**config.mk**
```make
export PLATFORM = sky130hd
export DESIGN_NAME = imem_dump
export DESIGN_NICKNAME = d
export VERILOG_FILES = /design/src/rtl/imem_dump.sv
export SDC_FILE = /design/constraint.sdc
export NUM_CORES = 1
export LEC_CHECK = 0
export CORE_MARGIN = 3
export CORE_UTILIZATION = 50
export DETAILED_ROUTE_END_ITERATION = 16
export GPL_TIMING_DRIVEN = 0
export PLACE_DENSITY = 0.78
export SYNTH_ARGS = -nofsm -noshare
export SYNTH_HDL_FRONTEND = slang
export SYNTH_HIERARCHICAL = 1
export SYNTH_SLANG_ARGS = --single-unit
```
**constraint.sdc**
```tcl
create_clock -name clk -period 2.6 [get_ports clk]
set_input_delay 0.52 -clock clk [delete_from_list [all_inputs] [get_ports clk]]
set_output_delay 0.52 -clock clk [all_outputs]
set_load 0.005 [all_outputs]
```
**src/rtl/imem_dump.sv**
```systemverilog
// imem_dump: reads a BSRAM address range back and streams it out with a running 16-bit checksum.
// Latency: the first word is valid 1+RD_LAT edges after start; then one word per cycle with out_ready held high.
// Backpressure: out_ready stalls the stream, and reads are only issued while the 2-entry FIFO has a free slot.

module imem_dump_fifo #(
    parameter int W = 17
) (
    input  logic         clk,
    input  logic         rst_n,
    input  logic         push_vld,
    input  logic [W-1:0] push_dat,
    input  logic         pop_rdy,
    output logic         head_vld,
    output logic [W-1:0] head_dat,
    output logic [1:0]   count
);
    logic         tail_vld;
    logic [W-1:0] tail_dat;
    logic         pop;

    assign pop   = head_vld && pop_rdy;
    assign count = {1'b0, head_vld} + {1'b0, tail_vld};

    // The head is held in a register so the stream outputs come straight from flops.
    always_ff @(posedge clk or negedge rst_n) begin
        if (!rst_n) begin
            head_vld <= 1'b0;
            head_dat <= '0;
            tail_vld <= 1'b0;
            tail_dat <= '0;
        end else if (pop) begin
            if (tail_vld) begin
                head_dat <= tail_dat;
                tail_vld <= push_vld;
                if (push_vld) tail_dat <= push_dat;
            end else begin
                head_vld <= push_vld;
                if (push_vld) head_dat <= push_dat;
            end
        end else if (push_vld) begin
            if (!head_vld) begin
                head_vld <= 1'b1;
                head_dat <= push_dat;
            end else begin
                tail_vld <= 1'b1;
                tail_dat <= push_dat;
            end
        end
    end
endmodule

module imem_dump #(
    parameter int AW     = 11,
    parameter int DW     = 16,
    parameter int RD_LAT = 1
) (
    input  logic          clk,
    input  logic          rst_n,
    input  logic          start,
    input  logic [AW-1:0] base,
    input  logic [AW:0]   len,
    output logic          mem_sel,
    output logic          mem_ce,
    output logic [AW-1:0] mem_ad,
    input  logic [DW-1:0] mem_dout,
    output logic          out_valid,
    input  logic          out_ready,
    output logic [DW-1:0] out_data,
    output logic          out_last,
    output logic          busy,
    output logic          done,
    output logic [15:0]   checksum
);
    typedef enum logic [1:0] {IDLE, RUN, DONE} state_t;

    state_t              state_q, state_d;
    logic [AW-1:0]       addr_q;
    logic [AW:0]         left_q;
    logic                sel_q;
    logic [RD_LAT-1:0]   pipe_vld_q;
    logic [RD_LAT-1:0]   pipe_last_q;
    logic [15:0]         sum_q;
    logic [1:0]          fifo_cnt;
    logic                head_vld;
    logic [DW:0]         head_dat;
    logic                pop;
    logic                cap;
    logic                cap_last;
    logic                issue;
    logic                start_go;
    logic [2:0]          occ;

    assign start_go = (state_q == IDLE) && start;
    assign pop      = head_vld && out_ready;
    assign cap      = pipe_vld_q[RD_LAT-1];
    assign cap_last = cap && pipe_last_q[RD_LAT-1];

    // Words already committed: sitting in the FIFO or sampled by the BSRAM but not yet captured.
    always_comb begin
        occ = {1'b0, fifo_cnt};
        for (int i = 0; i < RD_LAT; i++) begin
            occ = occ + {2'b00, pipe_vld_q[i]};
        end
    end

    always_ff @(posedge clk or negedge rst_n) begin
        if (!rst_n) state_q <= IDLE;
        else        state_q <= state_d;
    end

    // A word popped on this edge frees its slot, which is what sustains one word per cycle.
    always_comb begin
        state_d = state_q;
        issue   = 1'b0;
        case (state_q)
            IDLE: begin
                if (start) state_d = (len == '0) ? DONE : RUN;
            end
            RUN: begin
                issue = (left_q != '0) && ((occ < 3'd2) || ((occ == 3'd2) && pop));
                if (pop && head_dat[DW]) state_d = DONE;
            end
            DONE: begin
                state_d = IDLE;
            end
            default: begin
                state_d = IDLE;
            end
        endcase
    end

    always_ff @(posedge clk or negedge rst_n) begin
        if (!rst_n) begin
            addr_q <= '0;
            left_q <= '0;
            sel_q  <= 1'b0;
        end else if (start_go && (len != '0)) begin
            addr_q <= base;
            left_q <= len;
            sel_q  <= 1'b1;
        end else begin
            if (issue) begin
                addr_q <= addr_q + 1'b1;
                left_q <= left_q - 1'b1;
            end
            if (cap_last) sel_q <= 1'b0;
        end
    end

    // Read-latency shadow: tracks which BSRAM outputs are due for capture and which one is last.
    always_ff @(posedge clk or negedge rst_n) begin
        if (!rst_n) begin
            pipe_vld_q  <= '0;
            pipe_last_q <= '0;
        end else begin
            pipe_vld_q[0]  <= issue;
            pipe_last_q[0] <= issue && (left_q == {{AW{1'b0}}, 1'b1});
            for (int i = 1; i < RD_LAT; i++) begin
                pipe_vld_q[i]  <= pipe_vld_q[i-1];
                pipe_last_q[i] <= pipe_last_q[i-1];
            end
        end
    end

    always_ff @(posedge clk or negedge rst_n) begin
        if (!rst_n)        sum_q <= '0;
        else if (start_go) sum_q <= '0;
        else if (pop)      sum_q <= sum_q + 16'(head_dat[DW-1:0]);
    end

    imem_dump_fifo #(.W(DW + 1)) u_fifo (
        .clk      (clk),
        .rst_n    (rst_n),
        .push_vld (cap),
        .push_dat ({pipe_last_q[RD_LAT-1], mem_dout}),
        .pop_rdy  (out_ready),
        .head_vld (head_vld),
        .head_dat (head_dat),
        .count    (fifo_cnt)
    );

    assign mem_sel   = sel_q;
    assign mem_ce    = issue;
    assign mem_ad    = addr_q;
    assign out_valid = head_vld;
    assign out_data  = head_dat[DW-1:0];
    assign out_last  = head_vld && head_dat[DW];
    assign busy      = (state_q == RUN);
    assign done      = (state_q == DONE);
    assign checksum  = sum_q;
endmodule

```
==> implementation parameters, run 1 <==
Parameter                              Value

Detailed routing
  Detailed-router iteration count before antenna repair    5
  Number of vias per cell after detailed routing    6.106
  Post-detailed-routing wire length    13050 um
  DRC violation count after routing    0
  Vias after detailed routing    about 4.3k
  Starting DRC count in detailed routing    between 300 and 400
  Count of nets left with antenna violations after detail routing    0
  Wire length per cell    18.66 um

Synthesis
  Number of synthesized register bits    80
  Leading register cell type out of synthesis    sky130_fd_sc_hd__dfrtp_1
  Count of flip-flops with a built-in enable after synthesis    0
  Post-Syn Area    4634 um2
  Yosys warnings    6
  Proportion of register bits with asynchronous set or reset after synthesis    1.000
  Synthesized instance count    477
  Count of unique library cells instantiated by Yosys    66
  Net count of the mapped netlist    544
  Synth Area per Inst    9.716 um2
  Sequential-to-total area share from yosys stat    0.4320

Critical path
  Termination of the worst setup path    mem_ce
  Setup crit end kind    primary output
  Logic depth of the worst register-to-register path    7
  Kind of critical path    reg -> out
  Largest fanout on the critical path    3
  Flop2flop setup slack    0.08 ns
  CP Launch Point    u_fifo/head_vld
  Critical Path AT    2.12 ns
  Startpoint kind of the worst setup timing path    flip-flop
  Capture instance of the worst register-to-register path    checksum[15]
  Worst EP required    2.08 ns
  Startpoint of the worst register-to-register path    u_fifo/head_dat[2]

Pwr
  Clock group share of total power    0.113
  Cell internal power dissipation    4.938 mW
  Sequential power share    0.292
  Switching Power    approximately 3.8 mW
  Static leakage power    2.606 nW
  Power share of the combinational group    0.595
  Power density over the cells    1430 nW/um2
  Maximum resistive drop on vdd    0.7715 mV
  Share of total power consumed by net switching    0.4349

Layout
  Antenna fix cells    0
  Count of nets after finishing    653
  Leading cell types in the layout, fill and taps excluded    88 x sky130_fd_sc_hd__clkdlybuf4s50_1, 77 x sky130_fd_sc_hd__dfrtp_1, 50 x sky130_fd_sc_hd__nand2_1
  Synthesis-to-layout area growth    31.80%
  Commonest non-fill, non-tap cell in the layout    sky130_fd_sc_hd__clkdlybuf4s50_1
  Post-route design area    6108 um2
  Proportion of layout cells with a drive suffix above 1    0.1540
  Non-filler cells in the finished layout    699

Clocking
  Clock buffer count from CTS    9
  Buffers from clock root to sink, at most    2
  Post-CTS clock slew at the launch and capture registers of the worst setup and hold paths    0.09 ns
  Clk_lat worst skew    around 0.36 ns
  Clock tree from TritonCTS    yes
  Clk root buf    sky130_fd_sc_hd__clkbuf_8
  # H-tree levels    3
  CTS sink cnt    80
  Cts-stage hold buffer count    0

Min path
  Classification of the worst-slack hold path    in -> async

STA
  Post-route clock period utilization    1.017
  Worst setup margin    -0.04321 ns
  Peak clock frequency supported by timing    0.3783 GHz
  Transition time at the pin with the least slew margin    between 0.6 and 0.7 ns
  Final hold vios    0
  Unrepaired setup endpoints after global routing    yes
  Count of final setup violators    1
  Relative slew margins    0.5676
  Final critical-path required period    2.643 ns
  Final Max Slew Viols    0
  Worst Clk Skew    approximately 0.011 ns

Global routing
  Number of antenna violations at the first check in global routing    0
  Global-route wire length before repair    20870 um
  Overall overflow remaining after global route    0
  Global Route Usage Sum    0.2530
  Number of global-route vias before repair    about 4.2k
  Maximum number of pins on one net before global-route repair    52

Die
  Starting Density    0.5238
  Die Ht    102.3 um
  Total Die Area    between 10000 and 15000 um2
  Core ar.    8848 um2
  Die X-Extent    102.3 um
  Std-Cell Rows    34
  Number of I/O pins    a little over 90

Place
  Total half-perimeter wirelength after legalization and detailed placement    about 9000 um
  Buffers on Ports    between 90 and 100
  Routability-driven placement congestion ratio    a little over 0.9
  Instance area after placement    5705 um2
  DP Cell Count    677

Run status
  Violated checks    negative setup slack
  Run status    complete, but fails checks

Flow run
  Max Cap Viol    0
==> repair_timing <==
action | 4_1_cts | 5_1_grt
buffers inserted | 5 | 2
endpoints found under the setup margin | 14 | 15
pin swaps | 5 | 7
gates resized for setup | 21 | 16
==> cell type report <==
class,count,area (um2)
buffer,19,112.6
fill,679,2740
clock buffer,9,123.9
sequential,80,2006
timing repair buffer,99,992.2
inverter,28,107.6
clock inverter,7,83.83
multi-input combinational,349,2547
tap,108,135.1
==> worst min path at each step <==
stage / from / endpoint / slack, ns / cells after the start
6_report: rst_n / checksum[5] / 0.09 / 1
5_1_grt: rst_n / checksum[5] / 0.11 / 1
4_1_cts: rst_n / checksum[5] / 0.1 / 1
3_5_place_dp: mem_sel / mem_sel / 0.47 / 2
3_3_place_gp: mem_sel / mem_sel / 0.46 / 2
2_1_floorplan: rst_n / cap / 0.22 / 0
==> power by group through the flow <==
stage	combinational (mW)	clock [mW]	sequential [mW]
6_report	5.20	0.985	2.55
5_1_grt	5.73	1.07	2.62
4_1_cts	4.95	1.00	2.52
3_5_place_dp	4.63	0	2.55
3_3_place_gp	4.47	0	2.52
2_1_floorplan	3.12	0	2.36
==> cells by family (layout without fill, tap and decap cells) <==
group	after synthesis	after routing	share of synthesized area
buf+inv	48	162	0.04859
mux	20	20	0.05589
simple gates	147	147	0.1555
xor+xnor	17	17	0.03213
flops	80	80	0.4320
compound gates	141	141	0.2095
fa+ha+maj	24	24	0.06642
==> worst max-delay path, stage by stage, from the launching register on <==
cell and delay [ns]:
sky130_fd_sc_hd__dfrtp_2 0.43, sky130_fd_sc_hd__ha_4 0.25, sky130_fd_sc_hd__ha_4 0.16, sky130_fd_sc_hd__ha_2 0.18, sky130_fd_sc_hd__nor2_4 0.12, sky130_fd_sc_hd__a31oi_4 0.09
sky130_fd_sc_hd__a311o_2 0.35, sky130_fd_sc_hd__inv_4 0.08, sky130_fd_sc_hd__buf_6 0.09
==> synthesized netlist by cell type, types with 4 or more instances <==
library cell | n | area, um2
sky130_fd_sc_hd__xor2_1 | 4 | 35.03
sky130_fd_sc_hd__a21o_1 | 8 | 60.06
sky130_fd_sc_hd__dfrtp_1 | 80 | 2002
sky130_fd_sc_hd__o21ai_0 | 26 | 130.1
sky130_fd_sc_hd__inv_1 | 27 | 101.4
sky130_fd_sc_hd__nor3_1 | 8 | 40.04
sky130_fd_sc_hd__a21oi_1 | 29 | 145.1
sky130_fd_sc_hd__nor4_1 | 6 | 37.54
sky130_fd_sc_hd__nand2b_1 | 5 | 31.28
sky130_fd_sc_hd__a211oi_1 | 7 | 52.55
sky130_fd_sc_hd__nand3_1 | 10 | 50.05
sky130_fd_sc_hd__o21bai_1 | 4 | 30.03
sky130_fd_sc_hd__nand2_1 | 50 | 187.7
sky130_fd_sc_hd__mux2_4 | 10 | 150.1
sky130_fd_sc_hd__o22ai_1 | 19 | 118.9
sky130_fd_sc_hd__buf_2 | 7 | 35.03
sky130_fd_sc_hd__ha_1 | 23 | 287.8
sky130_fd_sc_hd__mux2_2 | 7 | 78.83
sky130_fd_sc_hd__clkbuf_1 | 7 | 26.28
sky130_fd_sc_hd__and3_1 | 5 | 31.28
sky130_fd_sc_hd__nor2_1 | 38 | 142.6
sky130_fd_sc_hd__a221o_1 | 10 | 100.1
sky130_fd_sc_hd__or3_1 | 4 | 25.02
sky130_fd_sc_hd__xnor2_1 | 13 | 113.9
sky130_fd_sc_hd__a221oi_1 | 17 | 148.9
==> flip-flops by register name (all words and copies together), names as in the netlist <==
signal and flops:
u_fifo/tail_vld 1, u_fifo/head_dat 17, checksum 16, u_fifo/head_vld 1, pipe_last_q 1, state_q 2, mem_ad 11, cap 1
left_q 12, u_fifo/tail_dat 17, mem_sel 1
==> per-stage QoR <==
stage	setup TNS (ns)	total power, mW	util	setup WS [ns]	hold WS [ns]
2_1_floorplan	0	5.482	-	0.1604	0.2244
3_3_place_gp	-156.94	6.987	0.6420	-1.929	0.4592
5_1_grt	-0.1579	9.410	0.6903	-0.1287	0.1092
6_report	-0.04321	8.738	0.6903	-0.04321	0.09333
3_5_place_dp	-3.450	7.176	0.6448	-0.6512	0.4699
4_1_cts	-0.1759	8.470	0.6824	-0.1759	0.09988
==> routing by layer <==
| layer | up-vias | wire length [um] | track usage |
|---|---|---|---|
| met1 | 2054 | 5211 | 0.3212 |
| li1 | 1975 | - | - |
| met4 | 0 | 349 | 0.09788 |
| met2 | 207 | 6379 | 0.4228 |
| met3 | 32 | 1104 | 0.05461 |
| met5 | - | 0 | 0 |
(Power assumes the default switching activity.)
==> run 2: changes to the inputs <==
--- a/config.mk
+++ b/config.mk
@@ -5,11 +5,12 @@
 export SDC_FILE = /design/constraint.sdc
 export NUM_CORES = 1
 export LEC_CHECK = 0
+export ABC_CLOCK_PERIOD_IN_PS = 2200
 export CORE_MARGIN = 3
-export CORE_UTILIZATION = 50
+export CORE_UTILIZATION = 47
 export DETAILED_ROUTE_END_ITERATION = 16
 export GPL_TIMING_DRIVEN = 0
-export PLACE_DENSITY = 0.78
+export PLACE_DENSITY = 0.77
 export SYNTH_ARGS = -nofsm -noshare
 export SYNTH_HDL_FRONTEND = slang
 export SYNTH_HIERARCHICAL = 1
==> constraint.sdc (replaced) <==
create_clock -name clk -period 2.2 [get_ports clk]
set_input_delay 0.44 -clock clk [delete_from_list [all_inputs] [get_ports clk]]
set_output_delay 0.44 -clock clk [all_outputs]
set_load 0.005 [all_outputs]
==> run 2 against run 1 <==
Net effect: the flow still finishes with violations (negative setup slack); wire length rose by 2.5%; cell area grew 7.5%; power rose by 32%; register-to-register slack got worse by 0.49 ns; non-clock buffer count increased by 17; worst hold slack gained 0.36 ns; clock skew is 0.00056 ns lower; die area is 6.0% higher; combinational power is 44% higher; clock power is 8% higher; core utilization is 0.73 points higher; flip-flop and latch count stayed put; largest power group unchanged.
==> implementation parameters, run 2 (synthesis gave the netlist of run 1 again) <==
Parameter                              Value

Die
  Std-Cell Rows    35 (was 34)
  Core ar.    9415 um2 (was 8848 um2)
  Total Die Area    11090 um2 (was 10460 um2)
  Number of I/O pins    92 (unchanged)
  Die X-Extent    105.3 um (was 102.3 um)
  Die Ht    105.3 um (was 102.3 um)
  Starting Density    0.4922 (was 0.5238)

Global routing
  Number of global-route vias before repair    4406 (was 4244)
  Number of antenna violations at the first check in global routing    0 (unchanged)
  Global Route Usage Sum    0.2436 (was 0.2530)
  Global-route wire length before repair    21850 um (was 20870 um)
  Maximum number of pins on one net before global-route repair    72 (was 52)
  Overall overflow remaining after global route    0 (unchanged)

Place
  DP Cell Count    698 (was 677)
  Routability-driven placement congestion ratio    0.8561 (was 0.9293)
  Total half-perimeter wirelength after legalization and detailed placement    8905 um (was 9013 um)
  Instance area after placement    5819 um2 (was 5705 um2)
  Buffers on Ports    91 (unchanged)
  Setup WS pre-CTS    -0.9419 ns (was -0.6512 ns)

Clocking
  Post-CTS clock slew at the launch and capture registers of the worst setup and hold paths    0.09 ns (about the same)
  CTS sink cnt    80 (unchanged)
  Clk root buf    sky130_fd_sc_hd__clkbuf_8 (unchanged)
  Clk_lat worst skew    0.36 ns (about the same)
  Clock buffer count from CTS    9 (unchanged)
  Buffers from clock root to sink, at most    2 (unchanged)
  # H-tree levels    3 (unchanged)
  Clock tree from TritonCTS    yes (unchanged)

Layout
  Seq. cell area    2008 um2 (was 2006 um2)
  Synthesis-to-layout area growth    41.74% (was 31.80%)
  Number of filler instances in the final layout    693 (was 679)
  Post-route design area    6569 um2 (was 6108 um2)
  Leading cell types in the layout, fill and taps excluded    88 x sky130_fd_sc_hd__clkdlybuf4s50_1, 75 x sky130_fd_sc_hd__dfrtp_1, 46 x sky130_fd_sc_hd__nand2_1 (was 88 x sky130_fd_sc_hd__clkdlybuf4s50_1, 77 x sky130_fd_sc_hd__dfrtp_1, 50 x sky130_fd_sc_hd__nand2_1)
  Proportion of layout cells with a drive suffix above 1    0.2352 (was 0.1540)
  Area used by multi-input combinational logic    2774 um2 (was 2547 um2)
  Final Util    0.6977 (was 0.6903)
  Count of nets after finishing    670 (was 653)
  Non-filler cells in the finished layout    737 (was 699)
  Antenna fix cells    0 (unchanged)
  Commonest non-fill, non-tap cell in the layout    sky130_fd_sc_hd__clkdlybuf4s50_1 (unchanged)

STA
  Worst Clk Skew    0.01079 ns (was 0.01135 ns)
  Worst hold slack across all endpoints    0.4539 ns (was 0.09333 ns)
  Final Max Slew Viols    0 (unchanged)
  Final critical-path required period    2.651 ns
  Unrepaired setup endpoints after global routing    yes (unchanged)
  Peak clock frequency supported by timing    0.3773 GHz
  Post-route clock period utilization    1.205
  Transition time at the pin with the least slew margin    0.7549 ns (was 0.6457 ns)
  Final hold vios    0 (unchanged)
  Sum of negative setup slack    -6.705 ns (was -0.04321 ns)
  Count of final setup violators    27 (was 1)
  Worst setup margin    -0.4505 ns (was -0.04321 ns)
  Relative slew margins    0.4945 (was 0.5676)

Detailed routing
  Detailed-router iteration count before antenna repair    4 (was 5)
  Count of nets left with antenna violations after detail routing    0 (unchanged)
  Post-detailed-routing wire length    13370 um (was 13050 um)
  Vias after detailed routing    4311 (was 4268)
  Number of vias per cell after detailed routing    5.849 (was 6.106)
  DRC violation count after routing    0 (unchanged)
  Wire length per cell    18.14 um (was 18.66 um)
  Starting DRC count in detailed routing    274 (was 312)

Pwr
  PnR Total Power    11.57 mW (was 8.738 mW)
  Power density over the cells    1762 nW/um2 (was 1430 nW/um2)
  Maximum resistive drop on vdd    0.8245 mV (was 0.7715 mV)
  Static leakage power    2.770 nW (was 2.606 nW)

Critical path
  Startpoint kind of the worst setup timing path    flip-flop (unchanged)
  Most frequent CP cell    sky130_fd_sc_hd__ha_4 (unchanged)
  Worst EP required    1.76 ns (was 2.08 ns)
  Startpoint of the worst register-to-register path    u_fifo/head_vld (was u_fifo/head_dat[2])
  Count of buffer and inverter cells on the critical path    4 (was 2)
  Critical Path AT    2.21 ns (was 2.12 ns)
  CP Launch Point    u_fifo/head_vld (unchanged)
  Largest fanout on the critical path    2 (was 3)
  Kind of critical path    reg -> out (unchanged)
  Cell class contributing the biggest share of worst-path delay    adder cells (unchanged)
  Flop2flop setup slack    -0.41 ns (was 0.08 ns)
  Stage delay of the slowest cell on the critical path    0.44 ns (was 0.43 ns)
  Max stage delay cell, worst path    sky130_fd_sc_hd__dfrtp_2 (unchanged)
  Setup crit end kind    primary output (unchanged)
  Critical path, cell by cell    ha_4 > ha_4 > inv_2 > ha_4 > a31oi_4 > a311o_2 > inv_2 > buf_8 > buf_6 (was ha_4 > ha_4 > ha_2 > nor2_4 > a31oi_4 > a311o_2 > inv_4 > buf_6)

Run status
  Violated checks    negative setup slack (unchanged)
  Run status    complete, but fails checks (unchanged)

Min path
  Classification of the worst-slack hold path    in -> async (unchanged)

Flow run
  Max Cap Viol    0 (unchanged)
-- run 2: cell count changes in the layout (fill, tap and decap cells not counted), moves of 4 or more --
cell / delta
sky130_fd_sc_hd__nor2_1: -6
sky130_fd_sc_hd__o21ai_1: +10
sky130_fd_sc_hd__buf_8: +4
sky130_fd_sc_hd__o21ai_2: +7
sky130_fd_sc_hd__nand2_1: -4
sky130_fd_sc_hd__nand2_2: +4
sky130_fd_sc_hd__buf_4: +9
sky130_fd_sc_hd__ha_1: -5
sky130_fd_sc_hd__o21ai_0: -17
sky130_fd_sc_hd__nor2_4: +5
-- run 2: metal layers --
metal	vias up	track usage	share of wire
met1	2103	0.3058	0.42
met5	-	0	0
met4	0	0.09653	0.026
met2	171	0.4121	0.49
li1	2006	-	-
met3	31	0.04776	0.065
-- run 2: worst paths after layout --
kind,end,depth (start not counted)
max,mem_ce,9
min,checksum[8],2
max reg2reg,left_q[6],12
min reg2reg,mem_sel,2
max in group asynchronous,left_q[9],3
min in group clk,mem_sel,2
-- run 2: power by group --
part | switching (mW) | internal (mW)
clock network | 0.605 | 0.457
logic | 3.50 | 3.98
registers | 0.853 | 2.19
total | 4.95 | 6.62
-- run 2: area by class of cell --
cell class	count	share of cell area
plain buffers	20	0.02248
clock buffers	10	0.02095
clock inverters	6	0.008000
inverters	28	0.01600
multi-input cells	349	0.4223
flip-flops and latches	80	0.3057
well taps	129	0.02457
repair buffers	115	0.1800
-- run 2: repair_timing --
item | CTS | global route
hold buffers | 1 | 0
endpoints found under the setup margin | 30 | 35
endpoints found under the hold margin | 9 | 0
buffers inserted | 14 | 7
pin swaps | 19 | 18
gates cloned | 2 | 0
gates resized for setup | 65 | 32
-- run 2: worst register-to-register path, cell delays in order (launching register included) --
cell	delay [ns]
sky130_fd_sc_hd__dfrtp_2	0.44
sky130_fd_sc_hd__ha_4	0.28
sky130_fd_sc_hd__ha_4	0.13
sky130_fd_sc_hd__inv_2	0.04
sky130_fd_sc_hd__ha_4	0.26
sky130_fd_sc_hd__a31oi_4	0.09
sky130_fd_sc_hd__a311o_2	0.34
sky130_fd_sc_hd__buf_4	0.15
sky130_fd_sc_hd__buf_8	0.13
sky130_fd_sc_hd__buf_12	0.15
sky130_fd_sc_hd__nand2_8	0.10
sky130_fd_sc_hd__nand2_2	0.06
sky130_fd_sc_hd__a221o_1	0.32
